[src/rtl/serial_subtractor.sv]
// Bit-serial WIDTH-bit subtractor controller: sequences one external full-subtractor
// cell LSB-first, carrying the borrow between bits, to form {bout, diff} = a - b - bin.
module serial_subtractor #(
  parameter int WIDTH = 8
) (
  input  logic             clk,
  input  logic             rst_n,
  input  logic             start,
  input  logic [WIDTH-1:0] a,
  input  logic [WIDTH-1:0] b,
  input  logic             bin,
  output logic             busy,
  output logic             done,
  output logic [WIDTH-1:0] diff,
  output logic             bout,
  output logic             fs_a,
  output logic             fs_b,
  output logic             fs_bin,
  input  logic             fs_d,
  input  logic             fs_bout
);

  localparam int CNT_W = $clog2(WIDTH);
  localparam logic [CNT_W-1:0] LAST_BIT = CNT_W'(WIDTH - 1);

  typedef enum logic {IDLE, SHIFT} state_t;

  state_t           state;
  logic [WIDTH-1:0] a_sh;
  logic [WIDTH-1:0] b_sh;
  logic             brw;
  logic [CNT_W-1:0] cnt;

  always_ff @(posedge clk or negedge rst_n) begin
    if (!rst_n) begin
      state <= IDLE;
      busy  <= 1'b0;
      done  <= 1'b0;
      diff  <= '0;
      bout  <= 1'b0;
      a_sh  <= '0;
      b_sh  <= '0;
      brw   <= 1'b0;
      cnt   <= '0;
    end else begin
      done <= 1'b0;
      case (state)
        IDLE: begin
          if (start) begin
            a_sh  <= a;
            b_sh  <= b;
            brw   <= bin;
            cnt   <= '0;
            busy  <= 1'b1;
            state <= SHIFT;
          end
        end
        SHIFT: begin
          // Cell result enters at the MSB so bit i lands at diff[i] after WIDTH shifts.
          a_sh <= a_sh >> 1;
          b_sh <= b_sh >> 1;
          diff <= {fs_d, diff[WIDTH-1:1]};
          brw  <= fs_bout;
          cnt  <= cnt + 1'b1;
          if (cnt == LAST_BIT) begin
            bout  <= fs_bout;
            done  <= 1'b1;
            busy  <= 1'b0;
            state <= IDLE;
          end
        end
        default: state <= IDLE;
      endcase
    end
  end

  // Cell inputs are forced low outside SHIFT so the cell sees a quiet bus when idle.
  assign fs_a   = (state == SHIFT) & a_sh[0];
  assign fs_b   = (state == SHIFT) & b_sh[0];
  assign fs_bin = (state == SHIFT) & brw;

endmodule

[config.mk]
export PLATFORM = sky130hd
export DESIGN_NAME = serial_subtractor
export DESIGN_NICKNAME = d
export VERILOG_FILES = /design/src/rtl/serial_subtractor.sv
export SDC_FILE = /design/constraint.sdc
export NUM_CORES = 1
export LEC_CHECK = 0
export BUFFER_PORTS_ARGS = -buffer_cell sky130_fd_sc_hd__buf_4
export CAP_MARGIN = 20
export CORE_ASPECT_RATIO = 1.75
export CORE_MARGIN = 1.5
export CORE_UTILIZATION = 35
export CTS_CLUSTER_SIZE = 16
export DETAILED_ROUTE_END_ITERATION = 10
export PLACE_DENSITY = 0.6
export SYNTH_ARGS = -nofsm -noshare
export SYNTH_HDL_FRONTEND = slang
export SYNTH_SLANG_ARGS = --single-unit
[constraint.sdc]
create_clock -name clk -period 4 [get_ports clk]
set_input_delay 0.4 -clock clk [delete_from_list [all_inputs] [get_ports clk]]
set_output_delay 0.4 -clock clk [all_outputs]
set_load 0.02 [all_outputs]
==> Word-level counts from Yosys, hierarchy flattened <==
Index checks and enable logic that the tools add are counted.
{ "totals": {"wordCells": 35, "output_inout_bits": 14, "register_bits": 32} }
{ "classes": {"n_bitwise": 4, "n_addsub": 1, "eq_ne": 3, "reduce_logical": 2, "muxes": 16} }
{ "op_table": {"columns": ["op", "count"], "rows": [
  ["$pmux 8 s2", 2],
  ["$mux 8", 2],
  ["$mux 1", 7],
  ["$pmux 1 s2", 3],
  ["$pmux 3 s2", 1],
  ["$reduce_and 2->1", 2],
  ["$add 3x1->3 const B", 1],
  ["$and 1x1->1", 3],
  ["$eq 3x3->1 const B", 1],
  ["$mux 3", 1],
  ["$ne 2x1->1 const B", 1],
  ["$ne 2x2->1 const B", 1],
  ["$not 1->1", 1]
]} }

==> Longest topological paths before layout <==
Gate-level depths: netlist of run 1.
{ "depth": {"ltp_word": 3, "mapped_depth": 4, "depth_no_buf": 4} }

==> Worst setup path before layout of run 1 <==
No wires, ideal clock.
{ "synth_path": {"kind": "flip-flop to flip-flop", "from": "register cnt[0]", "to": "register bout", "slack_ps": 2719, "t_required_ps": 3875, "setup_time_ps": 125, "path_stages_with_launch": 5, "t_arrival_ps": 1156, "path_cell_list": "dfrtp_1 > ha_1 > ha_1 > and2_4 > mux2_2"} }
{ "synth_via": {"elab_chain_cells": 2} }
{ "synth_lines": {"columns": ["item", "line", "source"], "rows": [
  ["start, declared", "32", "logic [CNT_W-1:0] cnt;"],
  ["start signal, assigned", "64", "cnt <= cnt + 1'b1;"],
  ["$eq 3x3->1", "65", "if (cnt == LAST_BIT) begin"],
  ["$reduce_and 2->1 (no line)", null, null],
  ["end signal, assigned", "66", "bout <= fs_bout;"],
  ["end, declared", "15", "output logic bout,"]
]} }
No other way between the ends.
A chain may end at the register's enable or synchronous reset.

==> Final worst setup path of run 1 <==
{ "layout_path": {"from": "register state", "to": "output fs_bin"} }
{ "layout_via": {"elab_chain_cells": 1} }
{ "layout_lines": {"columns": ["item", "line", "source"], "rows": [
  ["start, declared", "28", "state_t state;"],
  ["start signal, assigned", "36", "state <= IDLE;"],
  ["start signal, assigned", "55", "state <= SHIFT;"],
  ["start signal, assigned", "69", "state <= IDLE;"],
  ["$and 1x1->1", "80", "assign fs_bin = (state == SHIFT) & brw;"],
  ["end, declared", "18", "output logic fs_bin,"]
]} }
No other way between the ends.

==> flow_summary_export.csv, run 1 <==
group,metric,value,unit
floorplan,die_h,86.63,um
power_and_ir_drop,leakagePower,0.8763,nW
detailed_routing,routed_wl,2.444,mm
critical_path,critPathArrivalTime,1.63,ns
clock_tree,cts_resized,0,
floorplan,die_w,50.79,um
critical_path,start_kind,"flop",
place,gp_congestion,0.6777,
critical_path,rrSetupSlack,2.66,ns
yosys,synth.avg_cell_area,12.38,um2
timing,fin_worst_skew,0.005450,ns
grt,grt_max_degree,38,
timing,fin_ws,1.965,ns
finish,layout_commonest_cell,"buf_4",
yosys,synth_cell_type_count,18,
yosys,synthCells,113,
clock_tree,clk_latency,0.28,ns
yosys,yosys.area.top_type_share,0.5725,
finish,final_cell_mix,"buf_4, dfrtp_1, mux2i_1",
detailed_routing,drc_errors,0,
floorplan,std_cell_rows,30,
place,place_inst,190,
timing,fin_crit,2.035,ns
timing,relSlewSlack,0.6883,
timing,worst_pin_slew,0.4676,ns
clock_tree,cts.path.max_buffers,2,
detailed_routing,vias,914,
place,pre_cts_slack,2.240,ns
grt,grt_overflow,0,
power_and_ir_drop,sw_frac_of_total,0.3379,
grt,grt_pass1_vias,915,
detailed_routing,first_iter_violations,10,
critical_path,endpoint_kind,"output port",
floorplan,coreArea,3866,um2
grt,antenna_found_initial,0,
critical_path,worstSetupPathType,"reg2out",
finish,drive_gt1_frac,0.3624,
yosys,synthTopCellsByArea,"dfrtp_1, mux2i_1, mux2_2",
critical_path,cp.required,3.60,ns
critical_path,r2r_end,"cnt[0]$_DFFE_PN0P_",
yosys,netlist_area,1399,um2
clock_tree,cts-htree-levels,2,
power_and_ir_drop,p_clk_frac,0.197,
detailed_routing,first_pass_iters,4,
clock_tree,cts_root_buffer,"clkbuf_8",
power_and_ir_drop,power,1.301,mW
finish,final_util,0.4563,
clock_tree,clkSlewWorstSetupHoldPaths,0.06,ns
critical_path,worstRegToRegCells,2,
timing,rsz0062_at_grt,"false",
critical_path,crit_slowest_cell,"dfrtp_1",
grt,track_usage,0.1294,
clock_tree,cts_tree,"built",
timing,min_period_over_period,0.5087,
yosys,yosysWarningCount,0,
finish,area_delta_synth_final,26.12,%
critical_path,r2r_start,"state$_DFF_PN0_",
power_and_ir_drop,power_switching,0.4396,mW
grt,grt_pass1_wl,4.146,mm
power_and_ir_drop,seqPwrFrac,0.424,
clock_tree,postCtsSetupBuffers,0,
finish,final_cells,197,
place,place_hpwl,1.740,mm
critical_path,crit_fanout,37,
floorplan,ios,36,
finish,diodes,0,
outcome,outcome,"finished, final reports clean",
clock_tree,cts_sinks,32,
run,cap_violations,0,
timing,drv_slew,0,
finish,nFillCells,368,
detailed_routing,drtAntennaViolNets,0,
detailed_routing,drt-wirelength-per-cell,12.41,um
finish,nets,174,
power_and_ir_drop,internal-power,0.8614,mW
clock_tree,cts_hold_buffers,0,
critical_path,crit_cells,3,
power_and_ir_drop,pwr-share-comb,0.379,
critical_path,cp_num_buf_inv,2,
timing,setup_viol,0,
yosys,syn_nets,138,
critical_path,crit_family,"flip-flops",
power_and_ir_drop,powerDensity,737.5,nW/um2
worst_hold_path,hold_path_class,"in2async",
yosys,ys_seq_area_frac,0.5725,
critical_path,crit_chain,"buf_4 > and2_1 > buf_4",
timing,fmax,491.4,MHz
place,port_buffers,35,
timing,setup_tns,0,ns
yosys,synth-seq-cells,32,
power_and_ir_drop,vdd_drop_max,500.9,uV
critical_path,cp_common_cell,"buf_4",
critical_path,slowest_delay,0.63,ns
floorplan,dieArea,4400,um2
yosys,yosysTopAreaCell,"dfrtp_1",
detailed_routing,viasPerCell,4.640,
floorplan,initial_core_util,0.3618,
clock_tree,numCtsBuffers,5,
timing,finalHoldViolations,0,
-- Yosys cell counts --
cell type and instances:
o22ai_1 1, mux2i_1 18, and2_1 3, nand2_1 15, a22o_1 2, o21ai_1 15, buf_6 3, buf_4 3
and2_4 1, mux2_2 8, ha_1 3, buf_2 1, nor2_1 4, dfrtp_1 32, nand2b_1 1, inv_1 1
mux2_4 1, nor2_2 1
-- metrics by stage --
step                      cell area (um2)  hold WS, ns
after floorplan                      1399       0.1044
after global placement               1668       0.3544
after detailed placement             1668       0.3556
after CTS                            1764      0.05211
after global routing                 1764      0.07346
final                                1764      0.04871
-- worst max-delay path by stage --
stage                                  start                to  slack [ns]
final                        state$_DFF_PN0_            fs_bin        1.97
after detailed placement     state$_DFF_PN0_            fs_bin        2.24
after global routing         state$_DFF_PN0_            fs_bin        1.86
after global placement       state$_DFF_PN0_              fs_b        2.27
after floorplan           cnt[0]$_DFFE_PN0P_  bout$_DFFE_PN0P_        2.72
after CTS                    state$_DFF_PN0_            fs_bin        1.94
-- state kept, by name (all words and copies together), names as in the netlist --
name   flops
done       1
brw        1
busy       1
b_sh       8
bout       1
diff       8
cnt        3
a_sh       8
state      1
-- per-layer routing --
metal	global-route usage	vias to the layer above	routed length (um)
li1	-	454	-
met4	0.06634	0	53
met3	0.04828	5	152
met1	0.1441	424	1031
met5	0	-	0
met2	0.2129	31	1207
-- final cells by class --
class / instances / area [um2] / area share
inverters: 1 / 3.754 / 0.002128
flip-flops and latches: 32 / 800.8 / 0.4539
multi-input cells: 73 / 533.0 / 0.3021
clock buffers: 7 / 96.34 / 0.05461
repair buffers: 36 / 270.3 / 0.1532
well taps: 48 / 60.06 / 0.03404
-- cells by family (layout without fill, tap and decap cells) --
kind of cell | Yosys count | count (layout) | share of synthesized area
DFF | 32 | 32 | 0.5725
and+or+nand+nor | 25 | 25 | 0.07961
buffers and inverters | 8 | 44 | 0.04650
AOI/OAI and AO/OA | 18 | 18 | 0.07067
adders and majority gates | 3 | 3 | 0.02684
muxes | 27 | 27 | 0.2039
-- power groups by stage --
stage	Clock [mW]	Combinational (mW)	Sequential, mW
detailed placement	0	0.502	0.559
CTS	0.267	0.503	0.554
global route	0.282	0.544	0.571
finish	0.256	0.493	0.552
global placement	0	0.491	0.551
floorplan	0	0.316	0.589
Power figures use the tool's default switching activity.
==> run 2: changes to the inputs <==
==> constraint.sdc (replaced) <==
create_clock -name clk -period 1.9 [get_ports clk]
set_input_delay 0.19 -clock clk [delete_from_list [all_inputs] [get_ports clk]]
set_output_delay 0.19 -clock clk [all_outputs]
set_load 0.02 [all_outputs]
==> flow_summary_export.csv, run 2 (synthesis results as in run 1) <==
group,metric,value,unit
outcome,outcome,"finished, final reports clean",
finish,area_delta_synth_final,26.92,%
timing,min_period_over_period,0.7777,
detailed_routing,first_pass_iters,4,
power_and_ir_drop,leakagePower,0.8800,nW
critical_path,r2r_end,"bout$_DFFE_PN0P_",
clock_tree,cts.path.max_buffers,2,
critical_path,worstRegToRegCells,4,
timing,fin_worst_skew,0.003515,ns
clock_tree,cts_resized,0,
floorplan,initial_core_util,0.3618,
critical_path,critPathArrivalTime,1.29,ns
timing,finalHoldViolations,0,
detailed_routing,drt-wirelength-per-cell,12.52,um
timing,setup_tns,0,ns
grt,grt_pass1_vias,968,
worst_hold_path,hp-start,"fs_bout",
power_and_ir_drop,powerDensity,1547,nW/um2
grt,grt_max_degree,37,
critical_path,cp.required,1.71,ns
critical_path,crit_fanout,36,
power_and_ir_drop,power,2.747,mW
finish,nets,176,
floorplan,dieArea,4400,um2
timing,drv_slew,0,
run,cap_violations,0,
finish,drive_gt1_frac,0.3553,
timing,rsz0062_at_grt,"false",
finish,top_regs,"a_sh x8, b_sh x8, diff x8",
clock_tree,cts_sinks,32,
floorplan,die_h,86.63,um
grt,antenna_found_initial,0,
timing,fmax,676.8,MHz
worst_hold_path,holdPathStages,3,
detailed_routing,viasPerCell,4.760,
floorplan,ios,36,
clock_tree,cts-htree-levels,2,
power_and_ir_drop,vdd_drop_max,911.5,uV
worst_hold_path,whs_endpoint,"brw$_DFFE_PN0P_",
floorplan,die_w,50.79,um
timing,relSlewSlack,0.7335,
floorplan,std_cell_rows,30,
finish,diodes,0,
critical_path,endpoint_kind,"output port",
grt,track_usage,0.1314,
detailed_routing,vias,952,
clock_tree,cts_tree,"built",
floorplan,coreArea,3866,um2
clock_tree,clk_latency,0.28,ns
timing,fin_crit,1.478,ns
worst_hold_path,hold_path_class,"in2reg",
detailed_routing,first_iter_violations,24,
clock_tree,cts_root_buffer,"clkbuf_8",
critical_path,worstSetupPathType,"reg2out",
finish,nFillCells,377,
place,port_buffers,35,
timing,setup_viol,0,
critical_path,r2r_start,"cnt[0]$_DFFE_PN0P_",
finish,final_util,0.4592,
clock_tree,numCtsBuffers,5,
critical_path,rrSetupSlack,0.55,ns
timing,worst_pin_slew,0.3998,ns
finish,layout_commonest_cell,"buf_4",
detailed_routing,routed_wl,2.503,mm
grt,grt_overflow,0,
grt,grt_pass1_wl,4.209,mm
place,gp_congestion,0.7298,
clock_tree,clkSlewWorstSetupHoldPaths,0.06,ns
place,place_hpwl,1.786,mm
detailed_routing,drtAntennaViolNets,0,
finish,final_cell_mix,"buf_4, dfrtp_1, mux2i_1",
detailed_routing,drc_errors,0,
critical_path,start_kind,"flop",
-- run 2: report_power, final --
part / leakage, nW / internal, mW / switching [mW] / total [mW]
Combinational: 0.432 / 0.545 / 0.552 / 1.10
Clock: 0.0455 / 0.295 / 0.224 / 0.519
Sequential: 0.402 / 0.962 / 0.169 / 1.13
Total: 0.880 / 1.80 / 0.946 / 2.75
-- run 2: what timing repair did --
action | 4_1_cts | 5_1_grt
hold endpoints to repair | 32 | 0
setup buffers | 0 | 0
hold buffers | 1 | 0
-- run 2: worst max path at each step --
stage / start / end / slack, ns / depth (start not counted)
5_1_grt: state$_DFF_PN0_ / fs_bin / 0.31 / 3
2_1_floorplan: cnt[0]$_DFFE_PN0P_ / bout$_DFFE_PN0P_ / 0.62 / 4
4_1_cts: state$_DFF_PN0_ / fs_b / 0.40 / 3
3_5_place_dp: cnt[0]$_DFFE_PN0P_ / bout$_DFFE_PN0P_ / 0.56 / 4
3_3_place_gp: cnt[0]$_DFFE_PN0P_ / bout$_DFFE_PN0P_ / 0.60 / 4
6_report: state$_DFF_PN0_ / fs_b / 0.42 / 3
-- run 2: layer usage --
| metal | global-route usage | wire, um |
|---|---|---|
| met1 | 0.1391 | 993 |
| met3 | 0.05517 | 178 |
| met2 | 0.2165 | 1307 |
| met5 | 0 | 0 |
| met4 | 0.07371 | 24 |
-- run 2: cell type report --
class | count | area (um2) | share of cell area
multi-input combinational | 73 | 533.0 | 0.3002
inverter | 1 | 3.754 | 0.002114
tap | 48 | 60.06 | 0.03383
sequential | 32 | 800.8 | 0.4510
clock buffer | 8 | 90.09 | 0.05074
timing repair buffer | 38 | 287.8 | 0.1621
-- run 2: per-stage QoR --
stage / setup slack (ns) / instance area [um2] / std cells / hold slack (ns)
after CTS: 0.3964 / 1775 / 200 / 0.1366
after detailed placement: 0.5618 / 1675 / 191 / 0.1517
after global placement: 0.6028 / 1675 / 191 / 0.1410
final: 0.4224 / 1775 / 200 / 0.1424
after global routing: 0.3117 / 1775 / 200 / 0.1391
after floorplan: 0.6193 / 1399 / 113 / -0.1056
-- run 2: worst max-delay path: stages, from the launching register on --
cell and delay, ns:
dfrtp_1 0.37, buf_4 0.32, and2_1 0.18, buf_4 0.14
==> run 3: changes to the inputs <==
--- a/config.mk
+++ b/config.mk
@@ -12,7 +12,7 @@
 export CORE_UTILIZATION = 35
 export CTS_CLUSTER_SIZE = 16
 export DETAILED_ROUTE_END_ITERATION = 10
-export PLACE_DENSITY = 0.6
+export PLACE_DENSITY = 0.62
 export SYNTH_ARGS = -nofsm -noshare
 export SYNTH_HDL_FRONTEND = slang
 export SYNTH_SLANG_ARGS = --single-unit
==> constraint.sdc (replaced) <==
create_clock -name clk -period 1.2 [get_ports clk]
set_input_delay 0.12 -clock clk [delete_from_list [all_inputs] [get_ports clk]]
set_output_delay 0.12 -clock clk [all_outputs]
set_load 0.02 [all_outputs]
==> flow_summary_export.csv, run 3 (synthesis results as in run 1) <==
group,metric,value,unit
timing,min_period_over_period,1.055,
finish,post-route-cell-area,1984,um2
detailed_routing,vias,1001,
outcome,outcome,"finished with violations",
critical_path,start_kind,"flop",
detailed_routing,drt-wirelength-per-cell,13.58,um
timing,drv_slew,0,
floorplan,die_w,50.79,um
place,place_hpwl,1.840,mm
power_and_ir_drop,power,5.209,mW
clock_tree,cts_root_buffer,"clkbuf_8",
detailed_routing,routed_wl,2.851,mm
critical_path,worstSetupPathType,"reg2reg",
detailed_routing,first_iter_violations,8,
floorplan,dieArea,4400,um2
detailed_routing,viasPerCell,4.767,
timing,fin_ws,-0.06581,ns
power_and_ir_drop,powerDensity,2625,nW/um2
timing,fin_crit,1.266,ns
power_and_ir_drop,leakagePower,0.9767,nW
critical_path,r2r_start,"cnt[1]$_DFFE_PN0P_",
timing,fin_hold_ws,0.05531,ns
worst_hold_path,hold_path_class,"in2reg",
worst_hold_path,holdPathStages,3,
grt,grt_overflow,0,
floorplan,ios,36,
timing,relSlewSlack,0.7335,
run,cap_violations,0,
critical_path,crit_fanout,2,
clock_tree,cts-htree-levels,2,
finish,top_regs,"a_sh x8, b_sh x8, diff x8",
detailed_routing,drc_errors,0,
detailed_routing,first_pass_iters,4,
critical_path,endpoint_kind,"flop",
worst_hold_path,whs_endpoint,"brw$_DFFE_PN0P_",
finish,diodes,0,
finish,layout_commonest_cell,"buf_4",
clock_tree,clk_latency,0.29,ns
finish,final_util,0.5133,
place,pre_cts_slack,-0.09128,ns
grt,track_usage,0.1461,
detailed_routing,drtAntennaViolNets,0,
critical_path,rrSetupSlack,-0.07,ns
clock_tree,clkSlewWorstSetupHoldPaths,0.07,ns
finish,multi_input_area,586.8,um2
finish,final_cells,210,
finish,regArea,802.0,um2
grt,grt_max_degree,33,
outcome,violations,"negative setup slack",
timing,setup_viol,4,
clock_tree,numCtsBuffers,5,
critical_path,r2r_end,"bout$_DFFE_PN0P_",
grt,grt_pass1_vias,1092,
grt,grt_pass1_wl,4.726,mm
finish,nets,186,
timing,finalHoldViolations,0,
power_and_ir_drop,vdd_drop_max,2004,uV
finish,nFillCells,353,
critical_path,critPathArrivalTime,1.44,ns
finish,drive_gt1_frac,0.4568,
worst_hold_path,hp-start,"fs_bout",
timing,worst_pin_slew,0.3998,ns
place,port_buffers,35,
floorplan,std_cell_rows,30,
clock_tree,cts.path.max_buffers,2,
finish,area_delta_synth_final,41.86,%
floorplan,coreArea,3866,um2
floorplan,initial_core_util,0.3618,
place,place_area,1728,um2
clock_tree,cts_tree,"built",
critical_path,worstRegToRegCells,4,
finish,final_cell_mix,"buf_4, dfrtp_1, mux2i_1",
grt,antenna_found_initial,0,
timing,fin_worst_skew,0.01207,ns
critical_path,cp.required,1.37,ns
clock_tree,cts_sinks,32,
timing,setup_tns,-0.1301,ns
timing,rsz0062_at_grt,"true",
place,place_inst,194,
timing,fmax,790.0,MHz
floorplan,die_h,86.63,um
place,gp_congestion,0.6989,
run 3: worst max-delay path, cell delays in order (launching register included):
cell and delay [ns]:
dfrtp_1 0.41, ha_4 0.18, ha_4 0.15, and2_4 0.15, mux2_2 0.27
run 3: repair_timing:
| action | 4_1_cts | 5_1_grt |
|---|---|---|
| hold buffers | 1 | 0 |
| cloned | 1 | 0 |
| hold endpoints to repair | 32 | 0 |
| resized for setup | 9 | 4 |
| setup buffers | 7 | 0 |
| pin swaps | 2 | 2 |
| endpoints found under the setup margin | 4 | 6 |
run 3: report_power, final:
part	total (mW)	switching, mW	internal [mW]
sequential	1.83	0.307	1.53
clock	1.00	0.385	0.615
combinational	2.38	1.01	1.37
run 3: worst max path at each step:
| stage | startpoint | to | slack, ns | cells past startpoint |
|---|---|---|---|---|
| 2_1_floorplan | cnt[0]$_DFFE_PN0P_ | bout$_DFFE_PN0P_ | -0.04 | 4 |
| 3_3_place_gp | cnt[1]$_DFFE_PN0P_ | bout$_DFFE_PN0P_ | -0.02 | 4 |
| 3_5_place_dp | cnt[1]$_DFFE_PN0P_ | bout$_DFFE_PN0P_ | -0.09 | 4 |
| 4_1_cts | cnt[1]$_DFFE_PN0P_ | bout$_DFFE_PN0P_ | -0.06 | 4 |
| 5_1_grt | cnt[1]$_DFFE_PN0P_ | bout$_DFFE_PN0P_ | -0.10 | 4 |
| 6_report | cnt[1]$_DFFE_PN0P_ | bout$_DFFE_PN0P_ | -0.07 | 4 |
run 3: routing by layer:
| metal | share of wire | wire [um] | track usage |
|---|---|---|---|
| met1 | 0.37 | 1053 | 0.1525 |
| met2 | 0.55 | 1564 | 0.2548 |
| met3 | 0.058 | 165 | 0.04483 |
| met4 | 0.024 | 68 | 0.08108 |
| met5 | 0 | 0 | 0 |
run 3: area by class of cell:
cell class,instances,share of cell area
Multi-Input combinational cell,73,0.2957
Clock buffer,6,0.03657
Tap cell,48,0.03026
Sequential cell,32,0.4042
Inverter,1,0.001892
Timing Repair Buffer,48,0.2137
Clock inverter,2,0.01765
